## config.mk

```make
export PLATFORM = sky130hd
export DESIGN_NAME = core_sequencer_flat
export DESIGN_NICKNAME = d
export VERILOG_FILES = /design/src/rtl/core_sequencer_pkg.sv /design/src/rtl/core_sequencer_if.sv /design/src/rtl/core_sequencer_wait_timer.sv /design/src/rtl/core_sequencer.sv /design/src/flat_wrapper.sv
export SDC_FILE = /design/constraint.sdc
export NUM_CORES = 1
export LEC_CHECK = 0
export ABC_AREA = 1
export CAP_MARGIN = 20
export CORE_MARGIN = 2
export CORE_UTILIZATION = 36
export DETAILED_ROUTE_END_ITERATION = 8
export HOLD_SLACK_MARGIN = 0.03
export PLACE_DENSITY = 0.78
export RECOVER_POWER = 100
export REMOVE_ABC_BUFFERS = 1
export SLEW_MARGIN = 10
export SYNTH_ARGS = -nofsm -noshare
export SYNTH_HDL_FRONTEND = slang
export SYNTH_HIERARCHICAL = 1
export SYNTH_SLANG_ARGS = --single-unit
```

## constraint.sdc

```tcl
create_clock -name clk -period 1.65 [get_ports clk]
set_input_delay 0.33 -clock clk [delete_from_list [all_inputs] [get_ports clk]]
set_output_delay 0.33 -clock clk [all_outputs]
set_load 0.01 [all_outputs]
```

## src/rtl/core_sequencer_pkg.sv

```systemverilog
// Shared definitions for the instruction sequencer: state encoding, default HALT opcode
// and the watchdog counter width.
package core_sequencer_pkg;

    // FETCH..WRITE_BACK keep the old 2-bit phase values in the low bits; bit 2 marks the inactive states
    typedef enum logic [2:0] {
        ST_FETCH      = 3'd0,
        ST_DECODE     = 3'd1,
        ST_EXECUTE    = 3'd2,
        ST_WRITE_BACK = 3'd3,
        ST_IDLE       = 3'd4,
        ST_HALTED     = 3'd5,
        ST_FAULT      = 3'd6
    } seq_state_e;

    localparam int unsigned HALT_OP_DEFAULT = 31;
    localparam int unsigned WAIT_W          = 8;

endpackage

```

## src/rtl/core_sequencer_if.sv

```systemverilog
// Handshake bundle between the sequencer (master) and the instruction memory / execute unit (slave).
interface core_sequencer_if #(
    parameter int unsigned WIDTH = 32
);
    logic             imem_req;
    logic             imem_ack;
    logic [WIDTH-1:0] imem_data;
    logic             exec_start;
    logic             exec_done;
    logic             wb_suppress;

    modport master (
        output imem_req, exec_start,
        input  imem_ack, imem_data, exec_done, wb_suppress
    );

    modport slave (
        input  imem_req, exec_start,
        output imem_ack, imem_data, exec_done, wb_suppress
    );
endinterface

```

## src/rtl/core_sequencer_wait_timer.sv

```systemverilog
// Fetch watchdog: counts un-acknowledged FETCH cycles and flags the one that reaches MAX_WAIT.
module seq_wait_timer
    import core_sequencer_pkg::*;
#(
    parameter int unsigned MAX_WAIT = 16
) (
    input  logic clk,
    input  logic reset,
    input  logic clr_i,
    input  logic en_i,
    output logic expired_o
);
    localparam logic [WAIT_W-1:0] LAST = WAIT_W'(MAX_WAIT - 1);

    logic [WAIT_W-1:0] cnt_q, cnt_d;

    always_comb begin
        cnt_d = cnt_q;
        if (clr_i) begin
            cnt_d = '0;
        end else if (en_i) begin
            cnt_d = cnt_q + WAIT_W'(1);
        end
    end

    always_ff @(posedge clk) begin
        if (reset) begin
            cnt_q <= '0;
        end else begin
            cnt_q <= cnt_d;
        end
    end

    // Combinational so the caller can let a same-cycle ack take priority
    assign expired_o = en_i && (cnt_q == LAST);

endmodule

```

## src/rtl/core_sequencer.sv

```systemverilog
// Instruction sequencer: FETCH/DECODE/EXECUTE/WRITE_BACK with run control, fetch watchdog and HALT.
// Define CORE_SEQ_PERF_EN to build the cycle/retired performance counters; otherwise they read 0.
module core_sequencer
    import core_sequencer_pkg::*;
#(
    parameter int unsigned WIDTH    = 32,
    parameter int unsigned OP_HI    = 31,
    parameter int unsigned OP_LO    = 27,
    parameter int unsigned HALT_OP  = HALT_OP_DEFAULT,
    parameter int unsigned MAX_WAIT = 16,
    parameter int unsigned CNT_W    = 32
) (
    input  logic              clk,
    input  logic              reset,
    input  logic              run,
    core_sequencer_if.master  bus,
    output logic [WIDTH-1:0]  inst,
    output logic              pc_enable,
    output logic              wb_enable,
    output logic [2:0]        state,
    output logic              halted,
    output logic              fault,
    output logic [CNT_W-1:0]  cycle_cnt,
    output logic [CNT_W-1:0]  retired_cnt
);
    localparam int unsigned      OP_W   = OP_HI - OP_LO + 1;
    localparam logic [OP_W-1:0]  HALT_V = OP_W'(HALT_OP);

    seq_state_e        state_q;
    logic              run_q;
    logic              exec_start_q;
    logic              exit_q;
    logic [WIDTH-1:0]  inst_q;
    logic              expired;

    seq_wait_timer #(
        .MAX_WAIT (MAX_WAIT)
    ) u_wait_timer (
        .clk       (clk),
        .reset     (reset),
        .clr_i     (state_q != ST_FETCH),
        .en_i      ((state_q == ST_FETCH) && !bus.imem_ack),
        .expired_o (expired)
    );

    always_ff @(posedge clk) begin
        if (reset) begin
            state_q      <= ST_IDLE;
            run_q        <= 1'b0;
            exec_start_q <= 1'b0;
            exit_q       <= 1'b0;
            inst_q       <= '0;
        end else begin
            run_q        <= run;
            exec_start_q <= 1'b0;
            exit_q       <= 1'b0;
            case (state_q)
                ST_IDLE: begin
                    if (run) state_q <= ST_FETCH;
                end
                ST_FETCH: begin
                    if (bus.imem_ack) begin
                        inst_q  <= bus.imem_data;
                        state_q <= ST_DECODE;
                    end else if (expired) begin
                        state_q <= ST_FAULT;
                    end
                end
                ST_DECODE: begin
                    if (inst_q[OP_HI:OP_LO] == HALT_V) begin
                        state_q <= ST_HALTED;
                    end else begin
                        state_q      <= ST_EXECUTE;
                        exec_start_q <= 1'b1;
                    end
                end
                ST_EXECUTE: begin
                    if (bus.exec_done) state_q <= ST_WRITE_BACK;
                end
                ST_WRITE_BACK: begin
                    state_q <= run ? ST_FETCH : ST_IDLE;
                end
                ST_HALTED: begin
                    // A run rising edge buys one extra HALTED cycle carrying pc_enable to skip the HALT word
                    if (exit_q) begin
                        state_q <= ST_FETCH;
                    end else if (run && !run_q) begin
                        exit_q <= 1'b1;
                    end
                end
                ST_FAULT: begin
                    state_q <= ST_FAULT;
                end
                default: begin
                    state_q <= ST_FAULT;
                end
            endcase
        end
    end

    assign bus.imem_req   = (state_q == ST_FETCH);
    assign bus.exec_start = exec_start_q;
    assign pc_enable      = (state_q == ST_WRITE_BACK) || exit_q;
    assign wb_enable      = (state_q == ST_WRITE_BACK) && !bus.wb_suppress;
    assign inst           = inst_q;
    assign state          = state_q;
    assign halted         = (state_q == ST_HALTED);
    assign fault          = (state_q == ST_FAULT);

`ifdef CORE_SEQ_PERF_EN
    logic [CNT_W-1:0] cycle_q;
    logic [CNT_W-1:0] retired_q;

    always_ff @(posedge clk) begin
        if (reset) begin
            cycle_q   <= '0;
            retired_q <= '0;
        end else begin
            if (!state_q[2]) cycle_q <= cycle_q + CNT_W'(1);
            if (state_q == ST_WRITE_BACK) retired_q <= retired_q + CNT_W'(1);
        end
    end

    assign cycle_cnt   = cycle_q;
    assign retired_cnt = retired_q;
`else
    assign cycle_cnt   = '0;
    assign retired_cnt = '0;
`endif

endmodule

```

## src/flat_wrapper.sv

```systemverilog
// flat-port wrapper written by rule: the top's interface ports become plain ports
module core_sequencer_flat import core_sequencer_pkg::*;
#(
    parameter int unsigned WIDTH    = 32,
    parameter int unsigned OP_HI    = 31,
    parameter int unsigned OP_LO    = 27,
    parameter int unsigned HALT_OP  = HALT_OP_DEFAULT,
    parameter int unsigned MAX_WAIT = 16,
    parameter int unsigned CNT_W    = 32
)
  (clk, reset, run, inst, pc_enable, wb_enable, state, halted, fault, cycle_cnt, retired_cnt, bus_imem_req, bus_exec_start, bus_imem_ack, bus_imem_data, bus_exec_done, bus_wb_suppress);
  core_sequencer_if #(.WIDTH(WIDTH)) bus_i ();
  input  logic clk;
  input  logic reset;
  input  logic run;
  output logic [WIDTH-1:0] inst;
  output logic pc_enable;
  output logic wb_enable;
  output logic [2:0] state;
  output logic halted;
  output logic fault;
  output logic [CNT_W-1:0] cycle_cnt;
  output logic [CNT_W-1:0] retired_cnt;
  output wire logic [$bits(bus_i.imem_req)-1:0] bus_imem_req;
  output wire logic [$bits(bus_i.exec_start)-1:0] bus_exec_start;
  input wire logic [$bits(bus_i.imem_ack)-1:0] bus_imem_ack;
  input wire logic [$bits(bus_i.imem_data)-1:0] bus_imem_data;
  input wire logic [$bits(bus_i.exec_done)-1:0] bus_exec_done;
  input wire logic [$bits(bus_i.wb_suppress)-1:0] bus_wb_suppress;
  assign bus_imem_req = bus_i.imem_req;
  assign bus_exec_start = bus_i.exec_start;
  assign bus_i.imem_ack = bus_imem_ack;
  assign bus_i.imem_data = bus_imem_data;
  assign bus_i.exec_done = bus_exec_done;
  assign bus_i.wb_suppress = bus_wb_suppress;
  core_sequencer #(.WIDTH(WIDTH), .OP_HI(OP_HI), .OP_LO(OP_LO), .HALT_OP(HALT_OP), .MAX_WAIT(MAX_WAIT), .CNT_W(CNT_W)) u_core (.clk(clk), .reset(reset), .run(run), .bus(bus_i), .inst(inst), .pc_enable(pc_enable), .wb_enable(wb_enable), .state(state), .halted(halted), .fault(fault), .cycle_cnt(cycle_cnt), .retired_cnt(retired_cnt));
endmodule
```

### Word level (Yosys, flattened, before mapping)

Index checks and enable logic that the tools add are counted.

* register bits: 46
* input bits: 38
* output and inout port bits: 105
* word-level logic and storage cells: 46

* $add $sub $neg: 1
* equal/unequal tests: 12
* multiplexer cells: 10
* bitwise logic cells: 2
* reduce and logical (&&, ||, !) cells: 15

Operator list (number)
* two-way mux 3 bit: 7
* case mux 3 bit (6 select lines): 1
* == test 3 bit, second input constant: 3
* adder 8 x 1 -> 8 bit, second input constant: 1
* == test 8 x 4 -> 1 bit, second input constant: 1
* == test 3 x 2 -> 1 bit, second input constant: 2
* == test 5 bit, second input constant: 1
* logical AND 1 bit: 4
* != test 2 bit, second input constant: 2
* AND reduction 4 bit: 1
* OR reduction 2 bit: 2
* == test 3 x 1 -> 1 bit, second input constant: 1
* zero test 1 bit: 3
* zero test 3 bit: 1
* != test 3 x 1 -> 1 bit, second input constant: 1
* nonzero test 3 bit: 1
* OR reduction 3 bit: 1
* two-way mux 1 bit: 2
* != test 2 x 1 -> 1 bit, second input constant: 1
* NOT 1 bit: 2
* AND reduction 2 bit: 1
* logical OR 1 bit: 1

### Longest topological paths before layout

Gate-level depths: netlist of the first run.

* depth in word-level cells: 6
* gate-level depth with buffers: 13
* mapped depth without buffers: 12

### Cells and area by module

Netlist of the first run, hierarchy kept.

Modules (own cells, without submodules)
* core_sequencer: instances 1, cells an instance 275, area each 2248.4 um2, sequential area each 760.7 um2
* seq_wait_timer: instances 1, cells an instance 54, area each 386.6 um2, sequential area each 160.2 um2

### Least setup slack after synthesis of the first run

OpenSTA, ideal clock, no wires.

* kind: register -> register
* start: register u_core.state_q[1] (netlist: u_core/state[1])
* end: register u_core.state_q[1] (netlist: u_core/state[1])
* setup time: 113 ps
* data arrival time: 1509 ps
* required time: 1537 ps
* path slack: 28 ps
* stages on the path, launching flop included: 13
* path buffers: 0
* clock period less this slack: 1622 ps
* cells stage by stage: dfxtp_1 nor2_4 nand3_1 inv_1 nand3_2 nor2_1 inv_1 nand4_1 nand2_2 nor2_4 nand2_1 nand2_1 nor2_1

* word-level cells in the longest chain between the ends: 5
* elaborated cells on any way between the ends: 14
* those cells by class: eq/ne: 9; mux: 1; reduce/logical: 4

Ends and longest elaborated chain
* from (decl): line core_sequencer.sv:29 `seq_state_e state_q;`
* from (signal assigned): line core_sequencer.sv:81 `state_q <= run ? ST_FETCH : ST_IDLE;`
* zero test 3 bit: line core_sequencer.sv:42 `.en_i ((state_q == ST_FETCH) && !bus.imem_ack),`
* logical AND 1 bit: line core_sequencer.sv:42
* logical AND 1 bit: line core_sequencer_wait_timer.sv:35 `assign expired_o = en_i && (cnt_q == LAST);`
* via u_core.expired: line core_sequencer.sv:34 `logic expired;`
* != test 3 x 1 -> 1 bit (no line)
* AND reduction 4 bit (no line)

The timed path passes the listed nets, and every way through them passes these cells.
A chain may end at the register's enable or synchronous reset.

### Worst setup path in the final report of the first run

* start: register u_core.inst_q[31] (netlist: u_core/inst[31])
* end: output port inst[31]

RTL lines
* from (decl): line core_sequencer.sv:33 `logic [WIDTH-1:0] inst_q;`
* from (signal assigned): line core_sequencer.sv:63 `inst_q <= bus.imem_data;`
* to (decl): line flat_wrapper.sv:16 `output logic [WIDTH-1:0] inst;`

No word-level cell between the ends.

==> impl_results.md, run 1 <==
* Critical path type: flip-flop to primary output
* Top cell type's share of synthesized area at a little over a third
* Die ar. at approximately 8000 um^2
* Ratio of cells with drive above 1 in the final layout at between 20% and 30%
* Final WL at about 5.9 mm
* Synth Area per Inst at between 8 and 9 um^2
* Mapped Area at about 2600 um^2
* CP Cell Sequence: clkdlybuf4s50_1
* DP Worst Slack at -0.0536 ns
* Largest cells by area after synthesis: dfxtp_1, buf_4, nand3_2
* DRC viols at 0
* Synth unique cells at 24
* Largest net degree at the start of global routing at 32
* Most frequent cells after synthesis: buf_4, nand2_1, dfxtp_1
* Detail Route met3 WL at just over 500 um
* Metal-1 WL at roughly 2.5 mm
* H-tree Lvls at 2
* Worst-path maximum fanout at 3
* Die H at between 80 and 90 um
* Die width at between 80 and 90 um
* Gr usage total at roughly 15%
* Post-route ant nets at 0
* Syn Inst Count at between 300 and 400
* Wire length per cell at between 10 and 15 um
* Leakage dissipation at around 1.4 nW
* Top cell family by delay on the critical path: buffers and inverters
* Period minus WS final at approximately 1.6 ns
* Initial antenna violation count at 0
* Sequential element share of the synthesized area at between 30% and 40%
* Core area at a little over 7000 um^2
* Number of global-route vias before repair at slightly above 2000
* Antenna fix cells at 0
* Asr flop ratio synth at 0%
* Relative max-transition margin at 66.2%
* Arrival time worst endpoint at around 1.3 ns
* Crit. End Element: primary output
* Final setup vio count at 0
* Final setup margin at between 0.06 and 0.07 ns
* Grt total ovfl at 0
* GP Congestion at around 0.78
* Number of vias per cell at 4.25
* Clk buf depth at 2
* TritonCTS clock tree: done
* Largest area contributor in the netlist: dfxtp_1
* Warnings, synthesis at 6
* Drt first pass iters at 4
* Final Max Slew Viols at 0
* Placed Cells at 509
* Slowest stage delay, CP at about 0.57 ns
* Max-Cap Viols at 0
* Reg clk slew, reported paths at 0.09 ns
* Clk_skew at between 0.007 and 0.008 ns
* Hold Crit Class: flip-flop to flip-flop
* DP HPWL at 4.31 mm
* Post-synth EDFFs at 0
* Clk root buf: clkbuf_8
* RSZ-0062 raised after global routing: true
* Pwr/cell area at between 1000 and 1500 nW/um^2
* Rows at 31
* Critical-path top delay cell: clkdlybuf4s50_1
* CTS buffer count at 5
* Status: finished clean
* Routed met2 length at between 2 and 3 mm
* Worst-Skew Late Latency at roughly 0.3 ns
* Tcrit/Tclk final at 95.8%
* Peak supply drop at approximately 0.00063 V
* DRT iter0 DRCs at 110
* Most numerous cell in the Yosys netlist: buf_4
* Number of fill cells at approximately 690
* Final Hold Fails at 0
* WP buf/inv at 1
* Nets at approximately 460
* Prevailing post-synth register cell: dfxtp_1
* Startpoint types: flip-flop
* CTS Sinks at 46
* Initial Util at 36.7%
* FMAX at around 630 MHz
* Critical Path RT at around 1.3 ns
* PortBufs at 78
* Fin cells at between 500 and 600
* Top layer in use: met4
* I/O pin count at 143
* Area Overhead vs Synth at 31.1%
* Yosys reg bits at 46
* Worst slew pin tran at approximately 0.51 ns
* Global-route wire length before repair at about 9.3 mm
* Post-layout power at approximately 4 mW
* Vias at 2218
-- kinds of logic after synthesis --
family | Yosys count | share of synthesized area [%]
DFF | 46 | 34.9
other | 1 | 0.142
AOI/OAI and AO/OA | 41 | 8.36
buffers and inverters | 98 | 25.7
and+or+nand+nor | 142 | 30.4
adders and majority gates | 1 | 0.475
-- where the power goes --
part	switching [mW]	internal, mW
clock network	0.373	0.454
logic	0.971	0.821
registers	0.101	1.27
-- stage by stage --
step           cell area, um^2  hold slack [ns]  utilization, %  setup TNS (ns)
3_3_place_gp              3310            0.381            46.1         -0.0460
5_1_grt                   3460            0.420            48.2          -0.120
3_5_place_dp              3310            0.380            46.1          -0.115
2_1_floorplan             2270            0.374               -               0
6_report                  3460            0.389            48.2               0
4_1_cts                   3430            0.392            47.9               0
-- routing by layer --
metal | global-route usage (%) | vias to the layer above
met5 | 0 | -
met4 | 3.66 | 0
met3 | 5.54 | 5
met2 | 24.7 | 103
met1 | 17.9 | 1000
li1 | - | 1110
-- layout by cell type, fill, tap and decap left out, drive strengths merged, types with 2 or more instances in the layout --
cell / count
nor2: 30
clkdlybuf4s50: 67
nand2: 61
a21oi: 38
inv: 18
clkbuf: 11
buf: 25
dlygate4sd2: 3
dfxtp: 46
nor3: 3
o21ai: 3
nand3: 43
conb: 64
clkinv: 2
nand4: 4
-- path summary, 6_finish.rpt --
path / startpoint / endpoint / slack, ns / depth (start not counted)
setup reg to reg: u_core/state[1] / u_core/state[1] / 0.08 / 13
hold reg to reg: u_core/run_q / u_core/exit_q / 0.39 / 1
setup / recovery: u_core/inst[31] / inst[31] / 0.07 / 1
hold / removal: u_core/run_q / u_core/exit_q / 0.39 / 1
-- what timing repair did --
| action | in CTS | in global routing |
|---|---|---|
| resized for setup | 14 | 14 |
| setup buffers | 2 | 3 |
| setup endpoints to repair | 8 | 13 |
| pin swaps | 1 | 4 |
| hold buffers | 0 | 0 |
-- flip-flops by register name, indices dropped and copies added, names as in the netlist --
register	flops
u_core/exit_q	1
u_core/inst	32
u_core/bus.exec_start	1
u_core/u_wait_timer/cnt_q	8
u_core/run_q	1
u_core/state	3
-- cell type report --
type,instances,area (um^2),share of cell area [%]
multi-input cells,248,1290,37.3
repair buffers,101,932,27.0
flip-flops and latches,46,925,26.8
well taps,99,124,3.58
inverters,20,80.1,2.32
clock buffers,7,76.3,2.21
clock inverters,1,30.0,0.869
(Power assumes the default switching activity.)
==> inputs of run 2 (changes only) <==
ABC_AREA = 0   (was 1)
CORE_UTILIZATION = 34   (was 36)
PLACE_DENSITY = 0.77   (was 0.78)
==> run 2 against run 1 <==
- synthesized cell count down 10%
- routed wire length shrank 7.0%
- global-route usage is 1.0 points lower
- flip-flop and latch count is the same
- cell count shrank 8.8%
- non-clock buffer count fell by 6
- worst setup slack worse by 0.029 ns
- critical endpoint is now u_core/state[0]
- largest cell class unchanged
- highest routed layer unchanged
==> impl_results.md, run 2 <==
* XOR/XNOR Fraction of Synth Area at 1.46% (+1.5 points)
* Number of global-route vias before repair at 1808 (-11%)
* Tcrit/Tclk final at 97.5% (+1.7 points)
* Metal-1 WL at 2.19 mm (-12%)
* Die H at 88.0 um (-1.7%)
* Worst-Skew Late Latency at 0.29 ns (about the same)
* Core area at 6830 um^2 (-4.8%)
* Antenna fix cells at 0 (unchanged)
* Die width at 88.0 um (-1.7%)
* Ratio of cells with drive above 1 in the final layout at 14.2% (-6.4 points)
* Clk_skew at 0.00371 ns (-0.00357 ns)
* Most common cell after layout, fill and taps aside: nand2_1
* Sequential element share of the synthesized area at 38.4% (+3.4 points)
* GP Congestion at 0.863 (+11%)
* Vias at 2060 (-7.1%)
* Critical Path RT at 1.88 ns (+0.56 ns)
* Period minus WS final at 1.61 ns (+0.0286 ns)
* CTS Sinks at 46 (unchanged)
* Clk buf depth at 2 (unchanged)
* Setup TNS at 0 ns (unchanged)
* Post-synthesis mux area share at 0.417% (+0.42 points)
* FMAX at 621 MHz (-1.8%)
* Post-CTS setup repair buffer count at 0 (-2)
* Reg clk slew, reported paths at 0.08 ns (about the same)
* Yosys reg bits at 46 (unchanged)
* Synth Area in Simple Gates at 20.7% (-9.6 points)
* Arrival time worst endpoint at 1.84 ns (+0.59 ns)
* Detail Route met3 WL at 598 um (+18%)
* CTS buffer count at 5 (unchanged)
* Synth Area in Adders at 0.521% (+0.046 points)
* Gr usage total at 13.8% (-1.0 points)
* Max FFs per register at 32 (unchanged)
* Final WL at 5.48 mm (-7.0%)
* Synth Area per Inst at 8.14 um^2 (+1.6%)
* Number of fill cells at 665 (-3.3%)
* TritonCTS clock tree: done
* Startpoint types: flip-flop
* DP HPWL at 3.98 mm (-7.7%)
* Max-Cap Viols at 0 (unchanged)
* Hold buffers post-CTS at 0 (unchanged)
* Nets at 419 (-9.1%)
* Routed met2 length at 2.64 mm (-6.9%)
* Final Max Slew Viols at 0 (unchanged)
* Syn Inst Count at 295 (-10%)
* Grt total ovfl at 0 (unchanged)
* Status: finished clean
* Most frequent cells after synthesis: nand2_1, buf_4, dfxtp_1
* RSZ-0062 raised after global routing: true
* Warnings, synthesis at 6 (unchanged)
* Area Overhead vs Synth at 34.4%
* PortBufs at 78 (unchanged)
* Rows at 30 (-3.2%)
* Largest cells by area after synthesis: dfxtp_1, buf_4, nand2_1
* Most numerous cell in the Yosys netlist: nand2_1
* Top layer in use: met4
* Util after Layout at 47.2% (-0.93 points)
* Global-route wire length before repair at 8.25 mm (-12%)
* Leakage dissipation at 1.26 nW (-8.2%)
* Post-route ant nets at 0 (unchanged)
* Critical path type: flip-flop to flip-flop
* Final Hold Fails at 0 (unchanged)
* Placed Area at 3100 um^2 (-6.2%)
* Synth Area in Compound Gates at 13.7% (+5.3 points)
* Initial Util at 35.1% (-1.6 points)
* Mapped Area at 2400 um^2 (-8.9%)
* DRC viols at 0 (unchanged)
* Clk root buf: clkbuf_8
* Largest family of logic cells by synthesized area: buffers and inverters
* Most frequent cells in the layout: nand2_1, clkdlybuf4s50_1, conb_1
* Pwr/cell area at 775 nW/um^2 (-33%)
* Final setup vio count at 0 (unchanged)
* Asr flop ratio synth at 0% (unchanged)
* Worst-path maximum fanout at 5 (+2)
* Crit. End Element: flip-flop
* Post-synth EDFFs at 0 (unchanged)
* DRT iter0 DRCs at 102 (-7.3%)
* H-tree Lvls at 2 (unchanged)
* Initial antenna violation count at 0 (unchanged)
* I/O pin count at 143 (unchanged)
* Worst hold path cell count at 2 (+1)
* Peak supply drop at 0.000299 V (-53%)
* Final instance area at 3230 um^2 (-6.6%)
* Die ar. at 7750 um^2 (-3.4%)
* Synth unique cells at 37 (+54%)
* Hold Crit Class: input pin to flip-flop
* Largest net degree at the start of global routing at 33 (+3.1%)
* Number of vias per cell at 4.33 (+1.9%)
* Largest area contributor in the netlist: dfxtp_1
* R2R cell count at 6 (-7)
* Drt first pass iters at 4 (unchanged)
* Prevailing post-synth register cell: dfxtp_1
* Top cell type's share of synthesized area at 38.4% (+3.4 points)
* Wire length per cell at 11.5 um (+2.0%)
-- run 2: final timing paths --
path                                startpoint               to  slack (ns)
hold reg to reg                u_core/inst[12]  u_core/inst[12]        0.46
setup reg to reg  u_core/u_wait_timer/cnt_q[4]  u_core/state[0]        0.04
hold / removal                           reset  u_core/inst[28]        0.32
setup / recovery  u_core/u_wait_timer/cnt_q[4]  u_core/state[0]        0.04
-- run 2: kinds of logic after synthesis --
logic type | Yosys count
buffers and inverters | 83
flip-flops | 46
multiplexers | 1
XOR/XNOR | 4
AO/OA/AOI/OAI | 49
other | 1
AND/OR/NAND/NOR | 110
adder cells (fa/ha/maj) | 1
-- run 2: per-stage QoR --
step	total power [mW]	hold slack [ns]	std cells	setup WS (ns)
after floorplan	1.51	0.392	278	-0.607
after global placement	1.87	0.442	469	-0.244
after detailed placement	1.88	0.447	469	-0.362
after CTS	2.54	0.304	476	0.0119
after global routing	2.67	0.306	476	-0.00710
final	2.50	0.317	476	0.0408
-- run 2: area by class of cell --
cell class              instances  area, um^2  share of cell area [%]
clock buffers                   7        76.3                    2.37
repair buffers                 95         923                    28.6
multi-input cells             229        1170                    36.1
flip-flops and latches         46         930                    28.8
inverters                       3        11.3                   0.349
well taps                      96         120                    3.72
-- run 2: repair_timing --
item,4_1_cts,5_1_grt
pin swaps,0,2
resized for setup,14,10
hold endpoints to repair,0,0
endpoints found under the setup margin,12,6
-- run 2: report_power, final --
group / internal [mW] / switching, mW
combinational: 0.315 / 0.333
sequential: 1.17 / 0.0416
clock: 0.292 / 0.351
-- run 2: worst max-delay path, cell delays in order (launching register included) --
cell and delay (ns):
dfxtp_1 0.36, or4_4 0.55, nor2_2 0.17, nor3_2 0.07
a21oi_2 0.14, or3_1 0.12, a31o_2 0.14
-- run 2: metal layers --
layer	vias up	track usage (%)
li1	1001	-
met1	927	16.4
met2	126	22.4
met3	6	5.84
met4	0	4.68
met5	-	0
